--- src/rtl/sr_seq_pkg.sv ---
// ---------------------------------------------------------------------------
// sr_seq_pkg
//
// Purpose:
//   Shared definitions for the SR pulse sequencer slice: the sequencer FSM
//   state encoding, the common counter width and a saturating increment
//   helper used by the optional conflict counter.
//
// Contents:
//   CNT_W        width of every cycle counter (debounce, holdoff, conflicts)
//   seq_state_e  sequencer states IDLE / PULSE / HOLDOFF
//   sat_inc()    increment that sticks at the all-ones value
// ---------------------------------------------------------------------------
package sr_seq_pkg;

  localparam int CNT_W = 8;

  typedef enum logic [1:0] {
    IDLE    = 2'd0,
    PULSE   = 2'd1,
    HOLDOFF = 2'd2
  } seq_state_e;

  // Saturating increment: a counter that has reached its maximum stays there
  // instead of wrapping back to zero.
  function automatic logic [CNT_W-1:0] sat_inc(input logic [CNT_W-1:0] value);
    logic [CNT_W-1:0] result;
    result = value;
    if (value != {CNT_W{1'b1}}) begin
      result = value + 1'b1;
    end
    return result;
  endfunction

endpackage

--- src/rtl/sr_debounce.sv ---
// ---------------------------------------------------------------------------
// sr_debounce
//
// Purpose:
//   Conditions one asynchronous request line (button or slow control line).
//   The raw level is brought into the clock domain by a two-flop
//   synchronizer, then filtered: the accepted (debounced) level only follows
//   the synchronized level once the two have disagreed for DEBOUNCE_CYCLES
//   consecutive cycles. A single cycle of agreement restarts the count.
//   A one-cycle pulse marks every rising edge of the accepted level; falling
//   edges are not reported.
//
// Parameters:
//   DEBOUNCE_CYCLES  consecutive disagreeing cycles needed to accept a new
//                    level (1..255)
//
// Ports:
//   clk     input   clock, all state changes on the rising edge
//   rst     input   asynchronous active-high reset
//   raw_i   input   unsynchronized request level
//   rise_o  output  high for one cycle after the accepted level goes 0 -> 1
// ---------------------------------------------------------------------------
module sr_debounce
  import sr_seq_pkg::*;
#(
  parameter int unsigned DEBOUNCE_CYCLES = 4
) (
  input  logic clk,
  input  logic rst,
  input  logic raw_i,
  output logic rise_o
);

  // The count compares against the last disagreeing cycle, so the level
  // flips on the same edge that would have made the count reach
  // DEBOUNCE_CYCLES.
  localparam logic [CNT_W-1:0] DB_LAST = CNT_W'(DEBOUNCE_CYCLES - 1);

  logic             sync1_q;
  logic             sync2_q;
  logic             level_q;
  logic             level_d;
  logic             levelPrev_q;
  logic [CNT_W-1:0] stableCnt_q;
  logic [CNT_W-1:0] stableCnt_d;

  // Two-flop synchronizer. Only sync2_q is allowed to feed any logic; sync1_q
  // may go metastable and is given a full cycle to settle.
  always_ff @(posedge clk or posedge rst) begin
    if (rst) begin
      sync1_q <= 1'b0;
      sync2_q <= 1'b0;
    end else begin
      sync1_q <= raw_i;
      sync2_q <= sync1_q;
    end
  end

  // Debounce decision. While the synchronized level agrees with the accepted
  // level the count is held at zero, so any break in a run of disagreement
  // forces the run to start over from scratch.
  always_comb begin
    level_d     = level_q;
    stableCnt_d = '0;
    if (sync2_q != level_q) begin
      if (stableCnt_q == DB_LAST) begin
        level_d = sync2_q;
      end else begin
        stableCnt_d = stableCnt_q + 1'b1;
      end
    end
  end

  // Accepted level, its one-cycle-old copy for edge detection, and the
  // disagreement run counter.
  always_ff @(posedge clk or posedge rst) begin
    if (rst) begin
      level_q     <= 1'b0;
      levelPrev_q <= 1'b0;
      stableCnt_q <= '0;
    end else begin
      level_q     <= level_d;
      levelPrev_q <= level_q;
      stableCnt_q <= stableCnt_d;
    end
  end

  assign rise_o = level_q & ~levelPrev_q;

endmodule

--- src/rtl/sr_pulse_sequencer.sv ---
// ---------------------------------------------------------------------------
// sr_pulse_sequencer
//
// Purpose:
//   Turns two noisy asynchronous request levels (set and clear) into clean,
//   registered, mutually exclusive one-cycle s/r pulses for a downstream SR
//   flip-flop. Each request is synchronized and debounced; its rising edge
//   latches a pending bit. A small sequencer services pending requests one
//   at a time, forcing an idle holdoff window after every pulse. When both
//   requests are pending at once only the priority winner is issued, the
//   other is dropped and a conflict pulse is raised. q_shadow tracks what
//   the downstream flip-flop should hold.
//
// Parameters:
//   DEBOUNCE_CYCLES  stable cycles needed to accept a request level (1..255)
//   HOLDOFF_CYCLES   idle cycles forced after every pulse (0..255)
//   CLR_PRIORITY     1: clear wins a set/clear conflict, 0: set wins
//
// Optional feature (compile-time macro SR_SEQ_CONFLICT_CNT_EN):
//   When defined, adds output conflict_cnt, a saturating 8-bit count of
//   conflict pulses. When undefined, the port and counter do not exist and
//   everything else behaves the same.
//
// Ports:
//   clk           input   clock, all state changes on the rising edge
//   rst           input   asynchronous active-high reset
//   set_raw       input   asynchronous set request level
//   clr_raw       input   asynchronous clear request level
//   s             output  one-cycle registered set pulse
//   r             output  one-cycle registered reset pulse
//   q_shadow      output  expected state of the downstream flip-flop
//   busy          output  high while a pulse or its holdoff is in progress
//   conflict      output  one-cycle pulse when arbitration drops a request
//   conflict_cnt  output  [7:0] saturating conflict count (macro only)
// ---------------------------------------------------------------------------
module sr_pulse_sequencer
  import sr_seq_pkg::*;
#(
  parameter int unsigned DEBOUNCE_CYCLES = 4,
  parameter int unsigned HOLDOFF_CYCLES  = 2,
  parameter int unsigned CLR_PRIORITY    = 1
) (
  input  logic             clk,
  input  logic             rst,
  input  logic             set_raw,
  input  logic             clr_raw,
  output logic             s,
  output logic             r,
  output logic             q_shadow,
  output logic             busy,
  output logic             conflict
`ifdef SR_SEQ_CONFLICT_CNT_EN
  ,
  output logic [CNT_W-1:0] conflict_cnt
`endif
);

  // Value loaded into the holdoff counter on leaving PULSE. The FSM leaves
  // HOLDOFF on the cycle the counter is already zero, so loading N-1 yields
  // exactly N holdoff cycles. With no holdoff the value is never used.
  localparam logic [CNT_W-1:0] HOLD_LAST =
    (HOLDOFF_CYCLES == 0) ? '0 : CNT_W'(HOLDOFF_CYCLES - 1);

  logic             setRise;
  logic             clrRise;

  seq_state_e       state_q;
  seq_state_e       state_d;
  logic             pendSet_q;
  logic             pendSet_d;
  logic             pendClr_q;
  logic             pendClr_d;
  logic [CNT_W-1:0] holdCnt_q;
  logic [CNT_W-1:0] holdCnt_d;
  logic             s_q;
  logic             s_d;
  logic             r_q;
  logic             r_d;
  logic             conflict_q;
  logic             conflict_d;
  logic             qShadow_q;
  logic             qShadow_d;

  sr_debounce #(
    .DEBOUNCE_CYCLES(DEBOUNCE_CYCLES)
  ) u_setDebounce (
    .clk   (clk),
    .rst   (rst),
    .raw_i (set_raw),
    .rise_o(setRise)
  );

  sr_debounce #(
    .DEBOUNCE_CYCLES(DEBOUNCE_CYCLES)
  ) u_clrDebounce (
    .clk   (clk),
    .rst   (rst),
    .raw_i (clr_raw),
    .rise_o(clrRise)
  );

  // Sequencer next state and registered pulse outputs.
  // Pending bits accumulate rising edges in every state, so requests that
  // arrive during PULSE or HOLDOFF wait their turn, and a repeat edge while a
  // bit is already pending just merges into it. A bit is only consumed when
  // IDLE launches a pulse; an edge landing on that same cycle is kept rather
  // than lost. s/r/conflict are computed one cycle ahead and registered, so
  // they come straight from flops and line up with the PULSE state.
  always_comb begin
    state_d    = state_q;
    holdCnt_d  = holdCnt_q;
    pendSet_d  = pendSet_q | setRise;
    pendClr_d  = pendClr_q | clrRise;
    s_d        = 1'b0;
    r_d        = 1'b0;
    conflict_d = 1'b0;
    qShadow_d  = qShadow_q;

    if (s_q) begin
      qShadow_d = 1'b1;
    end else if (r_q) begin
      qShadow_d = 1'b0;
    end

    case (state_q)
      IDLE: begin
        if (pendSet_q && pendClr_q) begin
          state_d    = PULSE;
          conflict_d = 1'b1;
          pendSet_d  = setRise;
          pendClr_d  = clrRise;
          if (CLR_PRIORITY != 0) begin
            r_d = 1'b1;
          end else begin
            s_d = 1'b1;
          end
        end else if (pendSet_q) begin
          state_d   = PULSE;
          s_d       = 1'b1;
          pendSet_d = setRise;
        end else if (pendClr_q) begin
          state_d   = PULSE;
          r_d       = 1'b1;
          pendClr_d = clrRise;
        end
      end

      PULSE: begin
        if (HOLDOFF_CYCLES == 0) begin
          state_d = IDLE;
        end else begin
          state_d   = HOLDOFF;
          holdCnt_d = HOLD_LAST;
        end
      end

      HOLDOFF: begin
        if (holdCnt_q == '0) begin
          state_d = IDLE;
        end else begin
          holdCnt_d = holdCnt_q - 1'b1;
        end
      end

      default: begin
        state_d = IDLE;
      end
    endcase
  end

  // Sequencer state register. Reset drops everything at once, even in the
  // middle of a pulse or holdoff, so no pulse can leak out afterwards.
  always_ff @(posedge clk or posedge rst) begin
    if (rst) begin
      state_q    <= IDLE;
      holdCnt_q  <= '0;
      pendSet_q  <= 1'b0;
      pendClr_q  <= 1'b0;
      s_q        <= 1'b0;
      r_q        <= 1'b0;
      conflict_q <= 1'b0;
      qShadow_q  <= 1'b0;
    end else begin
      state_q    <= state_d;
      holdCnt_q  <= holdCnt_d;
      pendSet_q  <= pendSet_d;
      pendClr_q  <= pendClr_d;
      s_q        <= s_d;
      r_q        <= r_d;
      conflict_q <= conflict_d;
      qShadow_q  <= qShadow_d;
    end
  end

  assign s        = s_q;
  assign r        = r_q;
  assign conflict = conflict_q;
  assign q_shadow = qShadow_q;
  assign busy     = (state_q != IDLE);

`ifdef SR_SEQ_CONFLICT_CNT_EN
  logic [CNT_W-1:0] conflictCnt_q;

  // Conflict counter. It advances on the same edge that raises the conflict
  // pulse, so the count already includes a conflict while it is visible.
  always_ff @(posedge clk or posedge rst) begin
    if (rst) begin
      conflictCnt_q <= '0;
    end else if (conflict_d) begin
      conflictCnt_q <= sat_inc(conflictCnt_q);
    end
  end

  assign conflict_cnt = conflictCnt_q;
`endif

endmodule
--- config.mk ---
export PLATFORM = sky130hd
export DESIGN_NAME = sr_pulse_sequencer
export DESIGN_NICKNAME = d
export VERILOG_FILES = /design/src/rtl/sr_seq_pkg.sv /design/src/rtl/sr_debounce.sv /design/src/rtl/sr_pulse_sequencer.sv
export SDC_FILE = /design/constraint.sdc
export NUM_CORES = 1
export LEC_CHECK = 0
export ABC_AREA = 0
export CORE_ASPECT_RATIO = 0.8
export CORE_UTILIZATION = 40
export CTS_CLUSTER_SIZE = 24
export DETAILED_ROUTE_END_ITERATION = 8
export DONT_BUFFER_PORTS = 1
export SLEW_MARGIN = 10
export SYNTH_ARGS = -nofsm -noshare
export SYNTH_HDL_FRONTEND = slang
export SYNTH_HIERARCHICAL = 1
export SYNTH_SLANG_ARGS = --single-unit
--- constraint.sdc ---
create_clock -name clk -period 2.76 [get_ports clk]
set_input_delay 0.138 -clock clk [delete_from_list [all_inputs] [get_ports clk]]
set_output_delay 0.138 -clock clk [all_outputs]
set_load 0.02 [all_outputs]
==> metrics.csv <==
stage;metric;value;unit
run_status;outcome;finished, final reports clean;
clock_network;clk_pin_slew_worst_paths;0.07;ns
synth;syn_inst;161;
clock_network;numCtsBuffers;5;
final_layout;nNetsFinal;179;
clock_network;hold_buffers;3;
clock_network;clock_path_buffers;2;
synth;avgSynthCellArea;11.4;um^2
floorplan;rows;21;
timing;finalWorstSetupSlack;0.920;ns
global_routing;grt_pass1_wl;5.22;mm
worst_setup_path;worstSetupPathType;flip-flop to flip-flop;
drt;initialDrtViolationCount;48;
place;dp_hpwl;2.31;mm
final_layout;final_core_util;47.0;%
worst_setup_path;path_cells;inv_1 -> ha_1 -> nor3b_1 -> a2111oi_0 -> a221oi_1;
worst_setup_path;cp_slowest_cell;nor3b_1;
clock_network;clock_sinks;40;
clock_network;cts_resized;0;
synth;synth-seq-cells;40;
power;ir_worst_vdd;448;uV
timing;finalMaxSlewViolations;0;
clock_network;cts_root_buffer;clkbuf_8;
drt;wl_met3;92;um
clock_network;cts_setup_buffers;0;
global_routing;grt_max_degree;17;
worst_setup_path;crit_start;holdCnt_q[0]$_DFFE_PP0P_;
timing;skew;0.00501;ns
place;port_buffers;0;
synth;syn_nets;170;
worst_setup_path;critical_path.startpoint_type;flip-flop;
floorplan;die_x;77.8;um
drt;drc;0;
place;pre_cts_slack;0.931;ns
timing;fin_crit;1.84;ns
timing;fmax;543;MHz
worst_setup_path;rr_startpoint;holdCnt_q[0]$_DFFE_PP0P_;
final_layout;n_antenna_cell;0;
synth;synth_ff_type;dfrtp_1;
power;power_density;983;nW/um^2
clock_network;insertion_delay;0.29;ns
floorplan;coreArea;4280;um^2
final_layout;final_area;2010;um^2
floorplan;fp.dieH;62.6;um
drt;top_layer;met4;
timing;hold_viol_final;0;
min_path;worstHoldPathType;primary input to async pin;
timing;fin_crit_sh;66.7;%
drt;via_per_inst;5.24;
synth;netlist_area;1840;um^2
timing;setup_tns;0;ns
worst_setup_path;worstPathRequired;2.94;ns
timing;tightestPinTransition;0.695;ns
timing;rsz0062_at_grt;false;
run;drv_cap;0;
global_routing;antenna_found_initial;0;
final_layout;syn2layout_area_growth;9.67;%
drt;wl_per_cell;13.4;um
synth;async_flop_share;100;%
final_layout;drive_gt1_share;13.5;%
place;placed_area;1900;um^2
worst_setup_path;cp.arrival;2.02;ns
floorplan;fp.dieArea;4870;um^2
synth;ys_seq_area_share;54.5;%
global_routing;grt_util_all_layers;14.0;%
floorplan;ioPinCount;9;
clock_network;cts_tree;yes;
timing;finalSetupViolCount;0;
worst_setup_path;cp-end-kind;flip-flop;
global_routing;grt-ovfl-total;0;
worst_setup_path;reg2reg_setup_slack;0.92;ns
drt;dr.pass1.iters;4;
worst_setup_path;slowest_delay;0.59;ns
floorplan;initial_core_util;42.9;%
drt;wl_met1;1.52;mm
global_routing;grt_pass1_vias;1156;
synth;ys_warn_count;6;
place;place_congestion;0.899;
power;leakagePower;0.896;nW
drt;drt_wl_total;3.04;mm
worst_setup_path;worstPathMaxFanout;7;
drt;num_vias;1189;
synth;synth_edf_count;0;
drt;wl_met2;1.38;mm
drt;ant_nets;0;
timing;maxSlewHeadroom;53.6;%
synth;ys_types;40;
clock_network;h-tree-depth;2;
power breakdown:
part / switching, mW / internal [mW] / total, mW
sequential: 0.226 / 0.760 / 0.986
clock: 0.195 / 0.171 / 0.366
combinational: 0.343 / 0.286 / 0.628
sequential cells by signal, indices dropped and copies added, names as in the netlist, 2 cells and up:
name,flops
state_q,2
holdCnt_q,8
u_clrDebounce/stableCnt_q,8
u_setDebounce/stableCnt_q,8
Yosys cell counts (3+ instances only):
| cell | n | share of area [%] |
|---|---|---|
| nor2_1 | 13 | 2.7 |
| nand2_1 | 8 | 1.6 |
| mux2i_1 | 3 | 1.6 |
| nor2b_1 | 4 | 1.4 |
| a21o_1 | 5 | 2.0 |
| a21oi_1 | 5 | 1.4 |
| inv_1 | 11 | 2.2 |
| nand3_1 | 8 | 2.2 |
| xor2_1 | 4 | 1.9 |
| dfrtp_1 | 40 | 54 |
| xnor2_1 | 4 | 1.9 |
| or3_1 | 6 | 2.0 |
| o21ai_0 | 7 | 1.9 |
| ha_1 | 5 | 3.4 |
per-stage QoR:
stage / std cells / hold WS (ns) / power, mW
6_report: 227 / 0.328 / 1.98
4_1_cts: 227 / 0.335 / 2.00
3_5_place_dp: 217 / 0.0528 / 1.63
2_1_floorplan: 161 / 0.00270 / 1.48
5_1_grt: 227 / 0.360 / 2.13
3_3_place_gp: 217 / 0.0455 / 1.59
final cells by class:
type | count | area, um^2
Clock buffer | 5 | 68.8
Clock inverter | 2 | 12.5
Fill cell | 378 | 2270
Inverter | 11 | 41.3
Multi-Input combinational cell | 109 | 790
Sequential cell | 40 | 1000
Tap cell | 57 | 71.3
Timing Repair Buffer | 3 | 30.0
per-layer routing:
metal	track usage (%)	vias up
li1	-	589
met1	18.6	575
met2	21.6	18
met5	0	-
met3	3.94	7
met4	5.90	0
worst paths after layout:
kind | to | cells after the start
hold / removal | u_clrDebounce/sync1_q$_DFF_PP0_ | 2
setup reg to reg | holdCnt_q[1]$_DFFE_PP0P_ | 5
hold reg to reg | u_setDebounce/sync2_q$_DFF_PP0_ | 0
min in group clk | u_setDebounce/sync2_q$_DFF_PP0_ | 0
max in group asynchronous | state_q[1]$_DFFE_PP0P_ | 2
setup / recovery | holdCnt_q[1]$_DFFE_PP0P_ | 5
placed cells by master, fill, tap and decap left out, types with 3 or more instances in the layout:
cell type      count
dfrtp_1           40
a21oi_1            5
o21ai_0            7
xnor2_1            4
nand2_1            8
xor2_1             4
nor2b_1            4
ha_1               5
a21o_1             5
or3_1              6
dlygate4sd3_1      3
clkbuf_8           5
mux2i_1            3
nand3_1            8
nor2_1            13
inv_1             11
worst max-delay path: cells and delay by family, from the launching register on:
family | cells | cell delay, ns
fa+ha+maj | 1 | 0.18
compound gates | 2 | 0.47
simple gates | 1 | 0.59
buf+inv | 1 | 0.10
flops | 1 | 0.39
kinds of logic (layout without fill, tap and decap cells):
kind of cell    Yosys count  in the layout  synth area share, %
buf+inv                  12             21                 2.52
xor+xnor                  8              8                 3.81
fa+ha+maj                 5              5                 3.41
compound gates           31             31                 13.1
simple gates             60             60                 19.8
mux                       5              5                 2.86
flops                    40             40                 54.5
No activity file was read; power rests on OpenSTA's default activity.
